### config.mk
export PLATFORM = sky130hd
export DESIGN_NAME = lcd_frame_refresher
export DESIGN_NICKNAME = d
export VERILOG_FILES = /design/src/rtl/lcd_frame_refresher.sv
export SDC_FILE = /design/constraint.sdc
export NUM_CORES = 1
export LEC_CHECK = 0
export CELL_PAD_IN_SITES_DETAIL_PLACEMENT = 0
export CELL_PAD_IN_SITES_GLOBAL_PLACEMENT = 1
export CORE_ASPECT_RATIO = 0.8
export CORE_MARGIN = 2
export CORE_UTILIZATION = 40
export CTS_BUF_LIST = sky130_fd_sc_hd__clkbuf_4
export DETAILED_ROUTE_END_ITERATION = 12
export GPL_TIMING_DRIVEN = 0
export PLACE_DENSITY = 0.67
export SYNTH_ARGS = -nofsm -noshare
export SYNTH_HDL_FRONTEND = slang
export SYNTH_SLANG_ARGS = --single-unit
### constraint.sdc
create_clock -name clock -period 3.5 [get_ports clock]
set_input_delay 1.05 -clock clock [delete_from_list [all_inputs] [get_ports clock]]
set_output_delay 1.05 -clock clock [all_outputs]
set_load 0.02 [all_outputs]
### src/rtl/lcd_frame_refresher.sv
// rtl/lcd_frame_refresher.sv - HD44780-class character LCD controller refreshing the display from a ROWS x COLS buffer
// Runs power-on wait and init commands, then streams address commands and characters forever.
module lcd_frame_refresher #(
    parameter int COLS         = 16,
    parameter int ROWS         = 2,
    parameter int POWERON_WAIT = 750000,
    parameter int CLEAR_WAIT   = 82000,
    parameter int AW           = $clog2(ROWS * COLS)
) (
    input  logic          clock,
    input  logic          reset,
    input  logic          wr_en,
    input  logic [AW-1:0] wr_addr,
    input  logic [7:0]    wr_data,
    input  logic          restart,
    output logic          cmd_valid,
    input  logic          cmd_ready,
    output logic          cmd_rs,
    output logic          cmd_rw,
    output logic [7:0]    cmd_data,
    output logic          init_done,
    output logic          frame_done
);
    localparam int DEPTH = ROWS * COLS;
    localparam int CW    = (COLS > 1) ? $clog2(COLS) : 1;

    typedef enum logic [2:0] {
        PWR_WAIT,
        INIT,
        CLR_WAIT,
        SET_ADDR,
        FETCH,
        PRESENT
    } state_t;

    state_t        state_q, state_d;
    logic [31:0]   cnt_q, cnt_d;
    logic [1:0]    init_idx_q, init_idx_d;
    logic [1:0]    row_q, row_d;
    logic [CW-1:0] col_q, col_d;
    logic [AW-1:0] ptr_q, ptr_d;
    logic          valid_q, valid_d;
    logic          rs_q, rs_d;
    logic [7:0]    data_q, data_d;
    logic          init_done_q, init_done_d;
    logic          frame_done_q, frame_done_d;
    logic          pend_q, pend_d;
    logic          xfer;

    // Stored XOR 0x20 so that zeroed power-up RAM reads back as spaces.
    logic [7:0] mem_q [0:(1<<AW)-1];

    always_ff @(posedge clock) begin
        if (wr_en && ({{(32-AW){1'b0}}, wr_addr} < 32'(DEPTH))) begin
            mem_q[wr_addr] <= wr_data ^ 8'h20;
        end
    end

    function automatic logic [7:0] init_cmd(input logic [1:0] idx);
        case (idx)
            2'd0:    return 8'h28;
            2'd1:    return 8'h06;
            2'd2:    return 8'h0C;
            default: return 8'h01;
        endcase
    endfunction

    function automatic logic [7:0] addr_cmd(input logic [1:0] row);
        logic [7:0] base;
        base = row[0] ? 8'h40 : 8'h00;
        if (row[1]) begin
            base = base + 8'(COLS);
        end
        return 8'h80 | base;
    endfunction

    assign xfer = valid_q && cmd_ready;

    always_comb begin
        state_d      = state_q;
        cnt_d        = cnt_q;
        init_idx_d   = init_idx_q;
        row_d        = row_q;
        col_d        = col_q;
        ptr_d        = ptr_q;
        valid_d      = valid_q;
        rs_d         = rs_q;
        data_d       = data_q;
        init_done_d  = init_done_q;
        frame_done_d = 1'b0;
        pend_d       = 1'b0;

        case (state_q)
            PWR_WAIT: begin
                if (cnt_q == 32'(POWERON_WAIT)) begin
                    state_d    = INIT;
                    cnt_d      = 32'd0;
                    init_idx_d = 2'd0;
                    valid_d    = 1'b1;
                    rs_d       = 1'b0;
                    data_d     = init_cmd(2'd0);
                end else begin
                    cnt_d = cnt_q + 32'd1;
                end
            end
            INIT: begin
                if (xfer) begin
                    if (init_idx_q == 2'd3) begin
                        state_d = CLR_WAIT;
                        valid_d = 1'b0;
                        cnt_d   = 32'd0;
                    end else begin
                        init_idx_d = init_idx_q + 2'd1;
                        data_d     = init_cmd(init_idx_q + 2'd1);
                    end
                end
            end
            CLR_WAIT: begin
                if (cnt_q + 32'd1 >= 32'(CLEAR_WAIT)) begin
                    state_d     = SET_ADDR;
                    cnt_d       = 32'd0;
                    init_done_d = 1'b1;
                    row_d       = 2'd0;
                    col_d       = '0;
                    ptr_d       = '0;
                    valid_d     = 1'b1;
                    rs_d        = 1'b0;
                    data_d      = addr_cmd(2'd0);
                end else begin
                    cnt_d = cnt_q + 32'd1;
                end
            end
            SET_ADDR: begin
                if (xfer) begin
                    state_d = FETCH;
                    valid_d = 1'b0;
                end
            end
            FETCH: begin
                state_d = PRESENT;
                valid_d = 1'b1;
                rs_d    = 1'b1;
                data_d  = mem_q[ptr_q] ^ 8'h20;
            end
            PRESENT: begin
                if (xfer) begin
                    if (col_q != CW'(COLS - 1)) begin
                        state_d = FETCH;
                        valid_d = 1'b0;
                        col_d   = col_q + CW'(1);
                        ptr_d   = ptr_q + AW'(1);
                    end else begin
                        state_d = SET_ADDR;
                        col_d   = '0;
                        if (row_q == 2'(ROWS - 1)) begin
                            row_d        = 2'd0;
                            ptr_d        = '0;
                            frame_done_d = 1'b1;
                        end else begin
                            row_d = row_q + 2'd1;
                            ptr_d = ptr_q + AW'(1);
                        end
                        valid_d = 1'b1;
                        rs_d    = 1'b0;
                        data_d  = addr_cmd(row_d);
                    end
                end
            end
            default: begin
                state_d = PWR_WAIT;
                valid_d = 1'b0;
            end
        endcase

        // A pending restart only pre-empts the refresh loop, and never while a word is mid-offer.
        if (state_q == SET_ADDR || state_q == FETCH || state_q == PRESENT) begin
            pend_d = pend_q | restart;
            if (pend_q && (!valid_q || xfer)) begin
                pend_d      = 1'b0;
                init_done_d = 1'b0;
                state_d     = INIT;
                cnt_d       = 32'd0;
                init_idx_d  = 2'd0;
                valid_d     = 1'b1;
                rs_d        = 1'b0;
                data_d      = init_cmd(2'd0);
            end
        end
    end

    always_ff @(posedge clock or posedge reset) begin
        if (reset) begin
            state_q      <= PWR_WAIT;
            cnt_q        <= 32'd0;
            init_idx_q   <= 2'd0;
            row_q        <= 2'd0;
            col_q        <= '0;
            ptr_q        <= '0;
            valid_q      <= 1'b0;
            rs_q         <= 1'b0;
            data_q       <= 8'h00;
            init_done_q  <= 1'b0;
            frame_done_q <= 1'b0;
            pend_q       <= 1'b0;
        end else begin
            state_q      <= state_d;
            cnt_q        <= cnt_d;
            init_idx_q   <= init_idx_d;
            row_q        <= row_d;
            col_q        <= col_d;
            ptr_q        <= ptr_d;
            valid_q      <= valid_d;
            rs_q         <= rs_d;
            data_q       <= data_d;
            init_done_q  <= init_done_d;
            frame_done_q <= frame_done_d;
            pend_q       <= pend_d;
        end
    end

    assign cmd_valid  = valid_q;
    assign cmd_rs     = rs_q;
    assign cmd_rw     = 1'b0;
    assign cmd_data   = data_q;
    assign init_done  = init_done_q;
    assign frame_done = frame_done_q;

endmodule

==> results of run 1 <==
## power by group through the flow
stage               logic (mW)  clock network, mW  registers, mW
floorplan                 1.23                  0           4.45
global placement          1.96                  0           4.43
detailed placement        1.96                  0           4.43
CTS                       2.00               3.22           4.36
global route              2.28               3.42           4.39
finish                    2.05               3.14           4.36
## kinds of logic (layout without fill, tap and decap cells)
| kind of cell | Yosys count | after routing | share of synthesized area |
|---|---|---|---|
| flip-flops | 317 | 317 | 0.653 |
| XOR/XNOR | 6 | 6 | 0.00373 |
| AND/OR/NAND/NOR | 289 | 289 | 0.106 |
| multiplexers | 99 | 99 | 0.141 |
| adder cells (fa/ha/maj) | 10 | 10 | 0.00887 |
| buffers and inverters | 82 | 253 | 0.0243 |
| other | 1 | 2 | 0.000266 |
| AO/OA/AOI/OAI | 141 | 141 | 0.0622 |
## layout by cell type, fill, tap and decap left out, types with 4 or more instances in the layout
master / synthesis / routed
o21ai_0: 43 / 43
clkdlybuf4s50_1: 0 / 29
a22o_1: 4 / 4
nor3_1: 17 / 13
dfrtp_1: 61 / 53
nor4_1: 13 / 11
mux2i_1: 17 / 17
nand2b_1: 11 / 11
edfxtp_1: 256 / 256
o22ai_1: 5 / 5
nor2b_1: 6 / 6
buf_4: 4 / 17
clkinv_1: 1 / 14
mux4_2: 80 / 80
nand2_1: 55 / 55
ha_1: 10 / 9
buf_2: 8 / 7
nand3b_1: 7 / 7
nor2_1: 78 / 78
or3_1: 5 / 5
and3_1: 10 / 7
dfrtp_2: 0 / 8
nand4_1: 14 / 14
o211ai_1: 4 / 4
nand3_1: 49 / 49
clkbuf_2: 2 / 9
a21oi_1: 44 / 44
inv_1: 29 / 28
o31ai_1: 6 / 5
clkbuf_1: 30 / 19
xnor2_1: 6 / 6
a21o_1: 4 / 4
a31oi_1: 4 / 4
clkbuf_4: 0 / 116
## worst paths after layout
| check | slack [ns] | depth (start not counted) | endpoint |
|---|---|---|---|
| min | 0.51 | 1 | row_q[1] |
| min in group asynchronous | 0.84 | 2 | cnt_q[1] |
| max reg2reg | 0.11 | 10 | cnt_q[9] |
| max | 0.11 | 10 | cnt_q[9] |
| min reg2reg | 0.51 | 1 | row_q[1] |
| max in group asynchronous | 2.07 | 2 | cnt_q[10] |
## state kept, by name, indices dropped and copies added (netlist names), 2 cells and up
register and flops:
mem_q 256, row_q 2, cmd_data 8, ptr_q 5
col_q 4, init_idx_q 2, cnt_q 32, state_q 3
## critical path, cell delays in order (launching register included)
cell     delay [ns]
dfrtp_2        0.47
and4_1         0.35
nand4_4        0.18
or3_4          0.47
nor3_4         0.23
nand3_1        0.10
a221o_2        0.45
o31ai_4        0.40
buf_4          0.18
or3b_1         0.33
a31oi_1        0.16
## metrics by stage
step,setup TNS [ns],hold slack [ns]
global placement,-41.13,0.483
finish,0,0.507
CTS,0,0.509
detailed placement,-15.29,0.497
floorplan,0,0.471
global route,-0.524,0.557
## area by class of cell
type / instances / area, um^2 / share of cell area
inverter: 30 / 115 / 0.00711
timing repair buffer: 40 / 373 / 0.0230
tap: 472 / 591 / 0.0365
clock buffer: 113 / 848 / 0.0524
sequential: 317 / 9220 / 0.570
buffer: 50 / 270 / 0.0167
clock inverter: 20 / 144 / 0.00889
multi-input combinational: 546 / 4620 / 0.285
antenna: 1 / 2.50 / 0.000155
## routing by layer
layer / track usage / vias to the layer above / share of wire / wire, um
met5: 0 / - / 0 / 0
met4: 0.0584 / 0 / 0.017 / 603
met3: 0.0438 / 56 / 0.060 / 2120
met2: 0.302 / 282 / 0.45 / 15800
met1: 0.289 / 4426 / 0.48 / 17000
li1: - / 4002 / - / -
## what timing repair did
action                     in CTS  in global routing
cloned                          0                  0
buffers inserted                2                  9
pin swaps                       3                  3
setup endpoints to repair      50                 48
gates resized for setup        39                 27
==> results_dict.tcl, run 1 <==
set metrics [dict create \
    worst_slack_ns 0.106 \
    status "completed" \
    fin_util 0.466 \
    path_clk_slew_ns 0.06 \
    final_layout_size_suffix_gt1_frac 0.248 \
    cp_max_fo 8 \
    cts_root_buf "clkbuf_4" \
    place_congestion 0.817 \
    switching_share 0.303 \
    wl_per_cell_um 22.4 \
    ys.flop_type "edfxtp_1" \
    clkPwrFrac 0.329 \
    synth_area_um2 14100 \
    grt_setup_unrepaired "true" \
    synthDistinctLibCells 67 \
    antenna_found_initial 2 \
    hp-start "row_q[1]" \
    synth_top_area_share 0.545 \
    drt_wl_total_um 35500 \
    drt-pass1-iter-count 7 \
    syn2layout_area_growth_pct 14.8 \
    io_buffers 29 \
    ys_ff_latch 317 \
    r2r-start "cnt_q[10]" \
    fp-row-count 61 \
    grt_pass1_wl_um 54400 \
    internal-power_mw 6.66 \
    drt_iter0_markers 859 \
    cts_max_level 3 \
    fin_area_um2 16200 \
    cellLeakagePower_nw 5.37 \
    p_seq_frac 0.456 \
    setup_viol 0 \
    via_per_inst 5.52 \
    fmax_mhz 295 \
    worst_setup_path_end_kind "register" \
    nets 1094 \
    synth_edf_count 256 \
    p_per_area_nw_per_um2 591 \
    syn-num-nets 973 \
    start_util 0.406 \
    ctsHoldBuffers 0 \
    n_fill_cell 3126 \
    drv_cap 0 \
    drc_errors 0 \
    cts_max_path_buffers 3 \
    fin_crit_sh 0.970 \
    slew_violations 0 \
    grt.overflow.total 0 \
    pwr-share-comb 0.215 \
    grt_max_degree 62 \
    synth.area.top_cells "edfxtp_1, mux4_2, dfrtp_1" \
    grt.total_usage 0.199 \
    synth_commonest_cells "edfxtp_1, mux4_2, nor2_1" \
    synth_largest_area_cell "edfxtp_1" \
    synthArstFlopShare 0.192 \
    clk_latency_ns 0.74 \
    dp_slack_ns -1.11 \
    place_hpwl_um 22700 \
    period_needed_ns 3.39 \
    startpoint "cnt_q[10]" \
    dieHeight_um 172 \
    io_pins 31 \
    die_w_um 214 \
    dieArea_um2 36800 \
    stdcell_count 1589 \
    cts_tree "built" \
    arrival_ns 4.04 \
    setup.worst_path.class "register to register" \
    hp-class "register to register" \
    postSynthCellCount 945 \
    avgSynthCellArea_um2 14.9 \
    place_area_um2 15000 \
    place_inst 1446 \
    core-area_um2 34700 \
    power.switching_mw 2.90 \
    crit_path_start_kind "register" \
    cp_data_required_time_ns 4.14 \
    vdd_drop_max_mv 0.298 \
    grt_pass1_vias 8844 \
    yosys_warnings 0 \
    timing_worst_slew_pin_value_ns 1.27 \
    yosysMostFrequentCell "edfxtp_1" \
    final_antenna_net_count 0 \
    vias 8766 \
    hold_violations 0 \
    cts_sinks 317 \
    finalClockSkew_ns 0.0308 \
    power_mw 9.56 \
    slew_headroom 0.150 \
    ys_seq_area_frac 0.653 \
    cts-buffers-inserted 81 \
]
No activity file was read; power rests on OpenSTA's default activity.
==> run 2: changes to the inputs <==
Settings changed: GPL_ROUTABILITY_DRIVEN set to 0.
==> results of run 2 <==
No change in the layout: final DEF, timing and power equal those of run 1.
